File: config.mk
export PLATFORM = sky130hd
export DESIGN_NAME = mem_port_arbiter_flat
export DESIGN_NICKNAME = d
export VERILOG_FILES = /design/src/rtl/mem_port_arbiter_pkg.sv /design/src/rtl/mem_port_arbiter_if.sv /design/src/rtl/mem_port_arbiter_prio.sv /design/src/rtl/mem_port_arbiter.sv /design/src/flat_wrapper.sv
export SDC_FILE = /design/constraint.sdc
export NUM_CORES = 1
export LEC_CHECK = 0
export BUFFER_PORTS_ARGS = -buffer_cell sky130_fd_sc_hd__buf_2
export CAP_MARGIN = 10
export CORE_MARGIN = 1.5
export CORE_UTILIZATION = 34
export CTS_CLUSTER_SIZE = 20
export DETAILED_ROUTE_END_ITERATION = 10
export PLACE_DENSITY_LB_ADDON = 0.12
export REMOVE_ABC_BUFFERS = 1
export SYNTH_ARGS = -nofsm -noshare
export SYNTH_HDL_FRONTEND = slang
export SYNTH_SLANG_ARGS = --single-unit
File: constraint.sdc
create_clock -name clk -period 19.4 [get_ports clk]
set_input_delay 3.88 -clock clk [delete_from_list [all_inputs] [get_ports clk]]
set_output_delay 3.88 -clock clk [all_outputs]
set_load 0.02 [all_outputs]
File: src/rtl/mem_port_arbiter_pkg.sv
// Purpose : shared types and constants for the memory-port arbiter slice.
// Latency : n/a (types only).
// Backpressure: n/a.
package mem_arb_pkg;

    typedef enum logic [1:0] {
        IDLE  = 2'd0,
        ISSUE = 2'd1,
        WAIT  = 2'd2,
        RESP  = 2'd3
    } arb_state_t;

    typedef enum logic {
        OWN_IF = 1'b0,
        OWN_LS = 1'b1
    } arb_owner_t;

    // Direction encoding of mem_read_or_write.
    localparam logic MEM_READ  = 1'b1;
    localparam logic MEM_WRITE = 1'b0;

endpackage

File: src/rtl/mem_port_arbiter_if.sv
// Purpose : bundles the fetch, load/store, memory-port and status signals of the arbiter.
// Latency : n/a (wires only).
// Backpressure: req held by requesters until their done strobe; memory signals completion with mem_finish.
// Modports: slave = arbiter view; master = core requesters plus memory wrapper view.
interface mem_port_arbiter_if #(
    parameter int ADDR_W = 27,
    parameter int DATA_W = 32
);
    // Instruction-fetch requester
    logic              if_req;
    logic [ADDR_W-1:0] if_addr;
    logic [DATA_W-1:0] if_rdata;
    logic              if_done;
    // Load/store requester
    logic              ls_req;
    logic              ls_we;
    logic [ADDR_W-1:0] ls_addr;
    logic [DATA_W-1:0] ls_wdata;
    logic [DATA_W-1:0] ls_rdata;
    logic              ls_done;
    // Cache/DDR2 memory port
    logic [ADDR_W-1:0] mem_addr;
    logic [DATA_W-1:0] mem_write_data;
    logic              mem_read_or_write;
    logic              mem_sig;
    logic [DATA_W-1:0] mem_read_data;
    logic              mem_finish;
    // Status
    logic              busy;
    logic [31:0]       cnt_if;
    logic [31:0]       cnt_ls;

    modport slave (
        input  if_req, if_addr,
        output if_rdata, if_done,
        input  ls_req, ls_we, ls_addr, ls_wdata,
        output ls_rdata, ls_done,
        output mem_addr, mem_write_data, mem_read_or_write, mem_sig,
        input  mem_read_data, mem_finish,
        output busy, cnt_if, cnt_ls
    );

    modport master (
        output if_req, if_addr,
        input  if_rdata, if_done,
        output ls_req, ls_we, ls_addr, ls_wdata,
        input  ls_rdata, ls_done,
        input  mem_addr, mem_write_data, mem_read_or_write, mem_sig,
        output mem_read_data, mem_finish,
        input  busy, cnt_if, cnt_ls
    );

endinterface

File: src/rtl/mem_port_arbiter_prio.sv
// Purpose : picks the next owner of the memory port and computes the updated starvation count.
// Latency : combinational.
// Backpressure: none; the caller applies the result only when it actually grants.
// Ports: i_if_req/i_ls_req requests, i_starve_cnt current count; o_grant_vld any request,
//        o_owner winner, o_starve_nxt count to store if the grant is taken.
module mem_arb_prio
    import mem_arb_pkg::*;
#(
    parameter int MAX_CONSEC = 4
) (
    input  logic       i_if_req,
    input  logic       i_ls_req,
    input  logic [3:0] i_starve_cnt,
    output logic       o_grant_vld,
    output arb_owner_t o_owner,
    output logic [3:0] o_starve_nxt
);

    localparam logic [3:0] LP_MAX = 4'(MAX_CONSEC);

    logic w_if_wins;

    always_comb begin
        o_grant_vld  = i_if_req | i_ls_req;
        o_owner      = OWN_LS;
        o_starve_nxt = i_starve_cnt;

        // Fetch wins when it is alone, or when load/store has used up its run of grants.
        w_if_wins = i_if_req && (!i_ls_req || (i_starve_cnt == LP_MAX));
        if (w_if_wins) begin
            o_owner = OWN_IF;
        end

        if (o_grant_vld) begin
            if (!w_if_wins && i_if_req) begin
                // Load/store overtook a waiting fetch: count it, saturating.
                o_starve_nxt = (i_starve_cnt >= LP_MAX) ? LP_MAX : (i_starve_cnt + 4'd1);
            end else begin
                o_starve_nxt = 4'd0;
            end
        end
    end

endmodule

File: src/rtl/mem_port_arbiter.sv
// Purpose : shares one word-level cache/DDR2 port between instruction fetch and load/store.
// Latency : request in IDLE at t -> mem_sig at t+1; mem_finish at f -> done at f+1; min 3 cycles/access.
// Backpressure: one access outstanding; the losing requester simply holds req until it is granted.
// Ports: clk/rst (async active-high); bus (slave modport) carries both requesters, the memory port,
//        busy and the completed-grant counters.
module mem_port_arbiter
    import mem_arb_pkg::*;
#(
    parameter int ADDR_W     = 27,
    parameter int DATA_W     = 32,
    parameter int MAX_CONSEC = 4
) (
    input  logic                clk,
    input  logic                rst,
    mem_port_arbiter_if.slave   bus
);

    arb_state_t        r_state;
    arb_state_t        w_state_nxt;
    arb_owner_t        r_owner;
    arb_owner_t        w_owner;
    logic              w_grant_vld;
    logic              w_capture;
    logic [3:0]        r_starve_cnt;
    logic [3:0]        w_starve_nxt;

    logic [ADDR_W-1:0] r_cur_addr;
    logic [DATA_W-1:0] r_cur_wdata;
    logic              r_cur_rw;

    logic [DATA_W-1:0] r_if_rdata;
    logic [DATA_W-1:0] r_ls_rdata;
    logic [31:0]       r_cnt_if;
    logic [31:0]       r_cnt_ls;

    mem_arb_prio #(
        .MAX_CONSEC (MAX_CONSEC)
    ) u_prio (
        .i_if_req     (bus.if_req),
        .i_ls_req     (bus.ls_req),
        .i_starve_cnt (r_starve_cnt),
        .o_grant_vld  (w_grant_vld),
        .o_owner      (w_owner),
        .o_starve_nxt (w_starve_nxt)
    );

    // Next-state logic. mem_finish is only looked at in ISSUE and WAIT, so a stray
    // completion in IDLE/RESP (including one left over from before a reset) is dropped.
    always_comb begin
        w_state_nxt = r_state;
        w_capture   = 1'b0;
        case (r_state)
            IDLE: begin
                if (w_grant_vld) begin
                    w_state_nxt = ISSUE;
                end
            end
            ISSUE: begin
                if (bus.mem_finish) begin
                    w_capture   = 1'b1;
                    w_state_nxt = RESP;
                end else begin
                    w_state_nxt = WAIT;
                end
            end
            WAIT: begin
                if (bus.mem_finish) begin
                    w_capture   = 1'b1;
                    w_state_nxt = RESP;
                end
            end
            RESP: begin
                w_state_nxt = IDLE;
            end
            default: begin
                w_state_nxt = IDLE;
            end
        endcase
    end

    always_ff @(posedge clk or posedge rst) begin
        if (rst) begin
            r_state <= IDLE;
        end else begin
            r_state <= w_state_nxt;
        end
    end

    // Request latch and starvation count: updated only when IDLE takes a grant.
    always_ff @(posedge clk or posedge rst) begin
        if (rst) begin
            r_owner      <= OWN_IF;
            r_cur_addr   <= '0;
            r_cur_wdata  <= '0;
            r_cur_rw     <= MEM_READ;
            r_starve_cnt <= 4'd0;
        end else if ((r_state == IDLE) && w_grant_vld) begin
            r_owner      <= w_owner;
            r_starve_cnt <= w_starve_nxt;
            if (w_owner == OWN_IF) begin
                r_cur_addr  <= bus.if_addr;
                r_cur_wdata <= '0;
                r_cur_rw    <= MEM_READ;
            end else begin
                r_cur_addr  <= bus.ls_addr;
                r_cur_wdata <= bus.ls_wdata;
                r_cur_rw    <= bus.ls_we ? MEM_WRITE : MEM_READ;
            end
        end
    end

    // Read data return: writes leave the owner's rdata register untouched.
    always_ff @(posedge clk or posedge rst) begin
        if (rst) begin
            r_if_rdata <= '0;
            r_ls_rdata <= '0;
        end else if (w_capture && (r_cur_rw == MEM_READ)) begin
            if (r_owner == OWN_IF) begin
                r_if_rdata <= bus.mem_read_data;
            end else begin
                r_ls_rdata <= bus.mem_read_data;
            end
        end
    end

    // Completed-grant counters bump as RESP retires; they wrap naturally.
    always_ff @(posedge clk or posedge rst) begin
        if (rst) begin
            r_cnt_if <= 32'd0;
            r_cnt_ls <= 32'd0;
        end else if (r_state == RESP) begin
            if (r_owner == OWN_IF) begin
                r_cnt_if <= r_cnt_if + 32'd1;
            end else begin
                r_cnt_ls <= r_cnt_ls + 32'd1;
            end
        end
    end

    assign bus.mem_addr          = r_cur_addr;
    assign bus.mem_write_data    = r_cur_wdata;
    assign bus.mem_read_or_write = r_cur_rw;
    assign bus.mem_sig           = (r_state == ISSUE);
    assign bus.if_done           = (r_state == RESP) && (r_owner == OWN_IF);
    assign bus.ls_done           = (r_state == RESP) && (r_owner == OWN_LS);
    assign bus.if_rdata          = r_if_rdata;
    assign bus.ls_rdata          = r_ls_rdata;
    assign bus.busy              = (r_state != IDLE);
    assign bus.cnt_if            = r_cnt_if;
    assign bus.cnt_ls            = r_cnt_ls;

endmodule

File: src/flat_wrapper.sv
// flat-port wrapper written by rule: the top's interface ports become plain ports
module mem_port_arbiter_flat import mem_arb_pkg::*;
#(
    parameter int ADDR_W     = 27,
    parameter int DATA_W     = 32,
    parameter int MAX_CONSEC = 4
)
  (clk, rst, bus_if_req, bus_if_addr, bus_if_rdata, bus_if_done, bus_ls_req, bus_ls_we, bus_ls_addr, bus_ls_wdata, bus_ls_rdata, bus_ls_done, bus_mem_addr, bus_mem_write_data, bus_mem_read_or_write, bus_mem_sig, bus_mem_read_data, bus_mem_finish, bus_busy, bus_cnt_if, bus_cnt_ls);
  mem_port_arbiter_if #(.ADDR_W(ADDR_W), .DATA_W(DATA_W)) bus_i ();
  input  logic clk;
  input  logic rst;
  input wire logic [$bits(bus_i.if_req)-1:0] bus_if_req;
  input wire logic [$bits(bus_i.if_addr)-1:0] bus_if_addr;
  output wire logic [$bits(bus_i.if_rdata)-1:0] bus_if_rdata;
  output wire logic [$bits(bus_i.if_done)-1:0] bus_if_done;
  input wire logic [$bits(bus_i.ls_req)-1:0] bus_ls_req;
  input wire logic [$bits(bus_i.ls_we)-1:0] bus_ls_we;
  input wire logic [$bits(bus_i.ls_addr)-1:0] bus_ls_addr;
  input wire logic [$bits(bus_i.ls_wdata)-1:0] bus_ls_wdata;
  output wire logic [$bits(bus_i.ls_rdata)-1:0] bus_ls_rdata;
  output wire logic [$bits(bus_i.ls_done)-1:0] bus_ls_done;
  output wire logic [$bits(bus_i.mem_addr)-1:0] bus_mem_addr;
  output wire logic [$bits(bus_i.mem_write_data)-1:0] bus_mem_write_data;
  output wire logic [$bits(bus_i.mem_read_or_write)-1:0] bus_mem_read_or_write;
  output wire logic [$bits(bus_i.mem_sig)-1:0] bus_mem_sig;
  input wire logic [$bits(bus_i.mem_read_data)-1:0] bus_mem_read_data;
  input wire logic [$bits(bus_i.mem_finish)-1:0] bus_mem_finish;
  output wire logic [$bits(bus_i.busy)-1:0] bus_busy;
  output wire logic [$bits(bus_i.cnt_if)-1:0] bus_cnt_if;
  output wire logic [$bits(bus_i.cnt_ls)-1:0] bus_cnt_ls;
  assign bus_i.if_req = bus_if_req;
  assign bus_i.if_addr = bus_if_addr;
  assign bus_if_rdata = bus_i.if_rdata;
  assign bus_if_done = bus_i.if_done;
  assign bus_i.ls_req = bus_ls_req;
  assign bus_i.ls_we = bus_ls_we;
  assign bus_i.ls_addr = bus_ls_addr;
  assign bus_i.ls_wdata = bus_ls_wdata;
  assign bus_ls_rdata = bus_i.ls_rdata;
  assign bus_ls_done = bus_i.ls_done;
  assign bus_mem_addr = bus_i.mem_addr;
  assign bus_mem_write_data = bus_i.mem_write_data;
  assign bus_mem_read_or_write = bus_i.mem_read_or_write;
  assign bus_mem_sig = bus_i.mem_sig;
  assign bus_i.mem_read_data = bus_mem_read_data;
  assign bus_i.mem_finish = bus_mem_finish;
  assign bus_busy = bus_i.busy;
  assign bus_cnt_if = bus_i.cnt_if;
  assign bus_cnt_ls = bus_i.cnt_ls;
  mem_port_arbiter #(.ADDR_W(ADDR_W), .DATA_W(DATA_W), .MAX_CONSEC(MAX_CONSEC)) u_core (.clk(clk), .rst(rst), .bus(bus_i));
endmodule
==> results.cfg, run 1 <==
[outcome]
status = complete, no violations

[timing]
finalSetupViolCount = 0
timing.max_slew.rel_slack_pct = 37.02
rsz0062_at_grt = false
finalMaxSlewViolations = 0
fin_setup_tns_ps = 0
fmax_mhz = 175.5
hold_viol_final = 0
tightestPinTransition_ps = 944.7
timing.final.crit_period_ps = 5698
post-route-period-util_pct = 29.37
fin_ws_ps = 13700
fin_worst_skew_ps = 14.03

[hold_path]
hold_end = u_core.bus.cnt_if[31]$_DFFE_PP0P_
whs_path_depth = 1
hp-class = flip-flop to flip-flop
min_from = u_core.bus.cnt_if[31]$_DFFE_PP0P_

[route]
firstDrtPassIters = 4
drc = 0
wl_um = 20890
via_count = 6137
wl_per_cell_um = 15.71
vias_per_cell = 4.614
drtAntennaViolNets = 0
drt-initial-drc-count = 331

[synthesis]
synth_top_area_cell = dfrtp_1
async_reset_ff_share_pct = 100.0
ys_types = 36
ys.flop_type = dfrtp_1
synth_edf_count = 0
yosys-top-cells-count = 194 x dfrtp_1, 86 x nand2_1, 67 x mux2_2, 44 x nor2_1, 44 x xnor2_1
synth_cells = 689
synth.area.top_cells = dfrtp_1 59%, mux2_2 9.2%, xnor2_1 4.7%, nand2_1 3.9%, mux2i_1 3.3%
yosysSeqAreaShare_pct = 59.44
yosys_warnings = 0
yosys_register_bits = 195
syn_area_um2 = 8212
synth_top_area_share_pct = 59.12
yosysMostFrequentCell = dfrtp_1
avgSynthCellArea_um2 = 11.92

[clocking]
clk_path_buf_depth = 2
cts_htree_levels = 4
clk_pin_slew_ps = 80
cts_num_sinks = 195
numCtsBuffers = 17
ctsResizeCount = 0
cts_setup_buffers = 0
clockRootBuffer = clkbuf_16
cts_tree = yes
clock_latency_ps = 430
postCtsHoldBufs = 0

[floorplan]
coreArea_um2 = 23610
die_w_um = 158.4
die_h_um = 158.4
initial_core_util_pct = 34.78
io_pins = 316
design.die.area_um2 = 25090
row_count = 56

[worst_setup_path]
crit_fanout = 7
crit_path_top_delay_cell = dfrtp_1
r2r_start = u_core.r_state[0]$_DFFE_PP0P_
critical_path_class = flip-flop to output pin
max_stage_delay_ps = 420
reg2reg_depth = 7
path_buf_inv = 1
timing.rr.end = u_core.bus.mem_read_or_write$_DFFE_PP1P_
end_kind = output pin
critPathArrivalTime_ps = 1820
regToRegSetupSlack_ps = 17240
path_delay_family = flip-flops
worstSetupStartpointType = flip-flop
required_ps = 15520
critical_path_depth = 3
crit_chain = ha_1 -> nor2b_1 -> buf_2

[place]
gp_congestion = 0.7492
portBuffers = 315
dp_slack_ps = 13660
placed_area_um2 = 10130
dpl.hpwl_um = 14680
dp_cells = 1298

[grt]
antenna_found_initial = 2
grt_pass1_vias = 6026
grt_max_degree = 121
grt_pass1_wl_um = 32350
grt-ovfl-total = 0
grtUsageTotal_pct = 16.83

[final_layout]
fill_cells = 2336
layout-drive-gt1-share_pct = 42.83
stdcell_area_um2 = 10770
final_nets = 1130
final_cells = 1330
diodes = 0
area_growth_pct = 31.13

[run]
max_cap_viol_count = 0

[power_and_ir_drop]
powerDensity_nw_per_um2 = 152.0
fin_total_pwr_mw = 1.637
cellLeakagePower_nw = 5.392
irDropWorstVdd_uv = 66.56
==> placed cells by master, fill, tap and decap left out, types with 21 or more instances in the layout <==
master   netlist  routed
buf_2          6     315
dfrtp_1      194     194
nand2_1       86      86
mux2_2        67      67
xnor2_1       44      44
nor2_1        44      43
o21ai_0       36      35
a21oi_1       28      28
mux2i_1       27      27
nand4_1       26      26
nand3_1       21      21
==> state kept, by name, indices dropped and copies added (netlist names) <==
name	flops
u_core.bus.mem_addr	27
u_core.bus.ls_rdata	32
u_core.bus.if_rdata	32
u_core.r_owner	1
u_core.r_starve_cnt	4
u_core.bus.cnt_if	32
u_core.bus.mem_write_data	32
u_core.r_state	2
u_core.bus.mem_read_or_write	1
u_core.bus.cnt_ls	32
==> routing by layer <==
layer  GRT usage, %  vias to the layer above  share of wire [%]
met1          20.56                     2927                 42
met3          6.151                       28                7.8
li1               -                     2989                  -
met5              0                        -               0.10
met2          27.28                      189                 48
met4          6.008                        4                1.8
==> kinds of logic after synthesis <==
kind of cell / count (synthesis) / share of synthesized area [%]
mux: 94 / 12.48
xor+xnor: 62 / 6.613
compound gates: 69 / 4.419
buf+inv: 42 / 2.011
simple gates: 219 / 13.82
fa+ha+maj: 8 / 1.219
flops: 195 / 59.44
==> cell type report <==
cell class | count | area [um2] | area share, %
Clock inverter | 15 | 207.7 | 1.929
Timing Repair Buffer | 321 | 1622 | 15.06
Clock buffer | 17 | 425.4 | 3.951
Tap cell | 319 | 399.1 | 3.707
Inverter | 11 | 48.80 | 0.4532
Sequential cell | 195 | 4881 | 45.33
Multi-Input combinational cell | 452 | 3184 | 29.57
==> worst max path at each step <==
stage / startpoint / end / slack (ps)
floorplan: rst / u_core.bus.cnt_if[0]$_DFFE_PP0P_ / 10210
global placement: rst / u_core.bus.mem_addr[21]$_DFFE_PP0P_ / 13640
detailed placement: rst / u_core.bus.mem_addr[10]$_DFFE_PP0P_ / 13660
CTS: u_core.r_state[1]$_DFFE_PP0P_ / bus_if_done / 13670
global route: u_core.r_state[0]$_DFFE_PP0P_ / bus_if_done / 13600
finish: u_core.r_state[1]$_DFFE_PP0P_ / bus_if_done / 13700
==> power breakdown <==
| group | leakage, nW | internal (mW) | switching (mW) |
|---|---|---|---|
| clock network | 0.307 | 0.200 | 0.179 |
| logic | 2.64 | 0.238 | 0.390 |
| registers | 2.45 | 0.548 | 0.0826 |
| total | 5.39 | 0.986 | 0.651 |
==> stage by stage <==
step	utilization, %	hold slack (ps)
final	45.60	474.6
after global routing	45.60	503.8
after CTS	45.60	481.8
after detailed placement	42.92	465.2
after global placement	42.92	458.4
after floorplan	-	484.7
(Power assumes the default switching activity.)
==> inputs of run 2 (changes only) <==
Settings changed: ABC_AREA from default to 1.
Clock period 19.4 ns to 4.8 ns, I/O delays scaled along.
==> run 2 against run 1 <==
Net effect:
- routed wire length up 20%
- cell count increased by 26%
- synthesized cell count is 48% higher
- area after synthesis up 6.7%
- global-route usage grew 2.3 points
- critical path depth rose by 1
- hold slack better by 1.6 ps
- clock skew up 7.4 ps
- flip-flop and latch count unchanged
- register-to-register slack got worse by 15000 ps
==> results.cfg, run 2 <==
[clocking]
clk_path_buf_depth = 2
cts_setup_buffers = 0
cts_htree_levels = 4
clock_latency_ps = 440
clk_pin_slew_ps = 80
numCtsBuffers = 17
ctsResizeCount = 0
cts_tree = yes
cts_num_sinks = 195
clockRootBuffer = clkbuf_16
postCtsHoldBufs = 0

[worst_setup_path]
critical_path_class = flip-flop to output pin
cp-startpoint = u_core.r_state[1]$_DFFE_PP0P_
crit_fanout = 14
end_kind = output pin
worstSetupStartpointType = flip-flop
critPathArrivalTime_ps = 1810
regToRegSetupSlack_ps = 2560
r2r_start = u_core.r_state[1]$_DFFE_PP0P_
required_ps = 3840

[run]
max_cap_viol_count = 0

[synthesis]
async_reset_ff_share_pct = 100.0
synth_adder_area_share_pct = 1.142
synth_xor_area_share_pct = 3.383
yosys_warnings = 0
muxShareOfSynthArea_pct = 0
synth_cells = 1023
synth.area.top_cells = dfrtp_1 55%, nand2_1 13%, nor2_1 4.2%, o21ai_0 4.1%, nand3_1 3.6%
synth_compound_area_share_pct = 7.766
ys_types = 33
ys.flop_type = dfrtp_1
synth_edf_count = 0
yosysMostFrequentCell = nand2_1
synth_top_area_share_pct = 55.39
synth-simple-area-share_pct = 26.37
synth_top_area_cell = dfrtp_1
syn_area_um2 = 8765
yosys_register_bits = 195
yosys-top-cells-count = 305 x nand2_1, 194 x dfrtp_1, 97 x nor2_1, 82 x inv_1, 72 x o21ai_0
avgSynthCellArea_um2 = 8.568
yosysSeqAreaShare_pct = 55.69
synth_top_family_by_area = simple AND/OR/NAND/NOR gates

[final_layout]
final_cells = 1673
layout_commonest_cell = buf_2
layout-drive-gt1-share_pct = 28.83
final_cell_mix = 315 x buf_2, 303 x nand2_1, 194 x dfrtp_1
area_growth_pct = 28.42
stdcell_area_um2 = 11260
final_nets = 1458

[grt]
antenna_found_initial = 3
grtUsageTotal_pct = 19.18
grt-ovfl-total = 0
grt_max_degree = 133
grt_pass1_vias = 7436
grt_pass1_wl_um = 40010

[place]
placed_area_um2 = 10650
dp_cells = 1637
gp_congestion = 0.8230
dp_slack_ps = 2143
dpl.hpwl_um = 17820
portBuffers = 315

[outcome]
status = complete, no violations

[floorplan]
io_pins = 316
die_h_um = 163.6
design.die.area_um2 = 26750
coreArea_um2 = 25250
row_count = 58
initial_core_util_pct = 34.71
die_w_um = 163.6

[route]
firstDrtPassIters = 5
drt-initial-drc-count = 456
wl_um = 25010
drc = 0
vias_per_cell = 4.581
via_count = 7664
drtAntennaViolNets = 0
wl_per_cell_um = 14.95

[power_and_ir_drop]
powerDensity_nw_per_um2 = 562.2
irDropWorstVdd_uv = 446.4
fin_total_pwr_mw = 6.329
cellLeakagePower_nw = 6.032

[timing]
fin_worst_skew_ps = 21.38
timing.max_slew.rel_slack_pct = 30.23
tightestPinTransition_ps = 1043
fin_ws_ps = 2030
hold_viol_final = 0
timing.final.crit_period_ps = 2770
finalMaxSlewViolations = 0
hold_slack_ps = 476.2
finalSetupViolCount = 0
rsz0062_at_grt = false
fmax_mhz = 361.1
post-route-period-util_pct = 57.70

[hold_path]
hp-class = flip-flop to flip-flop
min_from = u_core.bus.mem_write_data[8]$_DFFE_PP0P_
-- run 2: final timing paths --
kind	to	cells past startpoint
setup / recovery	bus_if_done	4
min in group asynchronous	u_core.bus.cnt_ls[29]$_DFFE_PP0P_	2
setup reg to reg	u_core.bus.ls_rdata[31]$_DFFE_PP0P_	6
hold / removal	u_core.bus.mem_write_data[8]$_DFFE_PP0P_	2
hold reg to reg	u_core.bus.mem_write_data[8]$_DFFE_PP0P_	2
max in group asynchronous	u_core.bus.ls_rdata[3]$_DFFE_PP0P_	3
-- run 2: logic make-up after synthesis --
logic type               count (synthesis)
AO/OA/AOI/OAI                          135
XOR/XNOR                                33
adder cells (fa/ha/maj)                  8
flip-flops                             195
buffers and inverters                  123
AND/OR/NAND/NOR                        529
-- run 2: metrics by stage --
stage          util (%)  TNS [ps]
2_1_floorplan         -   -285300
3_3_place_gp      42.17         0
3_5_place_dp      42.17         0
4_1_cts           44.53         0
5_1_grt           44.56         0
6_report          44.57         0
-- run 2: area by class of cell --
type / instances / area [um2]
fill: 2557 / 14000
sequential: 195 / 4881
multi-input combinational: 705 / 3398
timing repair buffer: 319 / 1619
clock buffer: 18 / 439.2
tap: 330 / 412.9
inverter: 88 / 339.1
clock inverter: 14 / 156.4
antenna: 4 / 10.01
-- run 2: worst max-delay path: stages, from the launching register on --
cell and delay, ps:
dfrtp_1 420, ha_1 280, nand2_4 190, clkinv_2 240, buf_2 240
-- run 2: metal layers --
layer / part of all wire, % / GRT usage (%) / up-vias
li1: - / - / 3875
met1: 46 / 25.96 / 3530
met2: 44 / 28.87 / 226
met3: 7.3 / 5.612 / 33
met4: 2.3 / 7.314 / 0
met5: 0 / 0 / -
-- run 2: where the power goes --
part	internal (mW)	switching, mW
Combinational	0.749	1.65
Clock	0.715	0.738
Sequential	2.18	0.295
Total	3.64	2.68
==> inputs of run 3 (changes only) <==
Clock period 4.8 ns to 2.8 ns, I/O delays scaled along.
==> run 3 against run 2 <==
Net effect:
- cell count increased by 0.30%
- flip-flop and latch count is the same
- register-to-register slack lost 1700 ps
- power is 73% higher
- via count increased by 0.90%
- sequential share of layout area decreased by 0.42 points
- clock-buffer cell count down 1
- utilization is 0.44 points higher
- final area increased by 0.99%
- sequential power grew 71%
- critical path depth unchanged
- critical path type unchanged
- largest cell class unchanged
==> results.cfg, run 3 (same netlist as run 2, synthesis figures left out) <==
[outcome]
status = complete, no violations

[route]
wl_per_cell_um = 14.91
drc = 0
drtAntennaViolNets = 0
vias_per_cell = 4.608
firstDrtPassIters = 4
via_count = 7733
drt-initial-drc-count = 508
wl_um = 25010

[worst_setup_path]
reg2reg_depth = 8
crit_fanout = 14
r2r_start = u_core.r_state[1]$_DFFE_PP0P_
worstSetupStartpointType = flip-flop
required_ps = 2240
end_kind = output pin
regToRegSetupSlack_ps = 860
critical_path_class = flip-flop to output pin
timing.rr.end = u_core.bus.ls_rdata[14]$_DFFE_PP0P_
critPathArrivalTime_ps = 1770
crit_chain = ha_1 -> nand2_4 -> clkinv_2 -> buf_2
crit_path_top_delay_cell = dfrtp_1
max_stage_delay_ps = 420

[place]
dpl.hpwl_um = 18170
portBuffers = 315
placed_area_um2 = 10760
dp_cells = 1643
gp_congestion = 0.8668

[clocking]
clockRootBuffer = clkbuf_16
cts_tree = yes
ctsResizeCount = 0
cts_htree_levels = 4
clk_pin_slew_ps = 80
cts_setup_buffers = 0
clock_latency_ps = 430
numCtsBuffers = 17
clk_path_buf_depth = 2
postCtsHoldBufs = 0
cts_num_sinks = 195

[floorplan]
coreArea_um2 = 25250
initial_core_util_pct = 34.71
row_count = 58
design.die.area_um2 = 26750
die_h_um = 163.6
die_w_um = 163.6
io_pins = 316

[grt]
grt-ovfl-total = 0
grt_pass1_vias = 7628
grt_max_degree = 67
grt_pass1_wl_um = 40010
antenna_found_initial = 4
grtUsageTotal_pct = 19.05

[final_layout]
layout-drive-gt1-share_pct = 29.14
regArea_um2 = 4881
postLayoutCoreUtil_pct = 45.01
multi_input_area_um2 = 3398
final_nets = 1464
final_cells = 1678
final_cell_mix = 315 x buf_2, 303 x nand2_1, 194 x dfrtp_1
stdcell_area_um2 = 11370
area_growth_pct = 29.69
layout_commonest_cell = buf_2
fill_cells = 2582

[power_and_ir_drop]
cellLeakagePower_nw = 6.083
fin_total_pwr_mw = 10.93
powerDensity_nw_per_um2 = 961.6
irDropWorstVdd_uv = 488.4

[timing]
rsz0062_at_grt = false
timing.max_slew.rel_slack_pct = 62.19
hold_slack_ps = 183.8
finalSetupViolCount = 0
tightestPinTransition_ps = 565.2
fin_worst_skew_ps = 16.58
hold_viol_final = 0
finalMaxSlewViolations = 0
timing.final.crit_period_ps = 2329
post-route-period-util_pct = 83.20
fmax_mhz = 429.3

[run]
max_cap_viol_count = 0

[hold_path]
hp-class = primary input to asynchronous set/reset pin
run 3: power breakdown:
group	leakage, nW	internal [mW]	switching, mW
clock	0.291	1.21	1.29
sequential	2.50	3.74	0.508
combinational	3.29	1.35	2.84
total	6.08	6.30	4.63
run 3: cell type report:
class / instances / share of cell area (%)
sequential: 195 / 42.94
antenna: 3 / 0.06604
multi-input combinational: 705 / 29.90
clock inverter: 15 / 1.552
tap: 330 / 3.632
clock buffer: 17 / 3.742
timing repair buffer: 325 / 15.19
inverter: 88 / 2.983
run 3: worst max-delay path: cells and delay by family (launching register included):
family / cells / cell delay (ps)
buf+inv: 2 / 470
flops: 1 / 420
fa+ha+maj: 1 / 270
simple gates: 1 / 170
run 3: through the flow:
| stage | setup TNS, ps | setup WS [ps] |
|---|---|---|
| CTS | 0 | 430.3 |
| detailed placement | 0 | 824.0 |
| global placement | 0 | 875.3 |
| floorplan | -624680 | -3071 |
| finish | 0 | 470.5 |
| global route | 0 | 369.8 |
run 3: how the worst max path moves through the flow:
stage	startpoint	to	slack, ps	depth (start not counted)
4_1_cts	u_core.r_state[1]$_DFFE_PP0P_	bus_if_done	430	4
6_report	u_core.r_state[1]$_DFFE_PP0P_	bus_if_done	470	4
5_1_grt	u_core.r_state[1]$_DFFE_PP0P_	bus_if_done	370	4
3_3_place_gp	u_core.r_state[1]$_DFFE_PP0P_	u_core.bus.ls_rdata[26]$_DFFE_PP0P_	880	8
3_5_place_dp	u_core.r_state[1]$_DFFE_PP0P_	u_core.bus.ls_rdata[20]$_DFFE_PP0P_	820	8
2_1_floorplan	rst	u_core.bus.cnt_if[0]$_DFFE_PP0P_	-3070	1
run 3: metal layers:
| metal | vias up | wire length [um] | global-route usage [%] |
|---|---|---|---|
| met5 | - | 10 | 0 |
| met4 | 2 | 509 | 6.364 |
| met3 | 28 | 1880 | 5.764 |
| li1 | 3881 | - | - |
| met2 | 235 | 11100 | 29.85 |
| met1 | 3587 | 11510 | 25.04 |
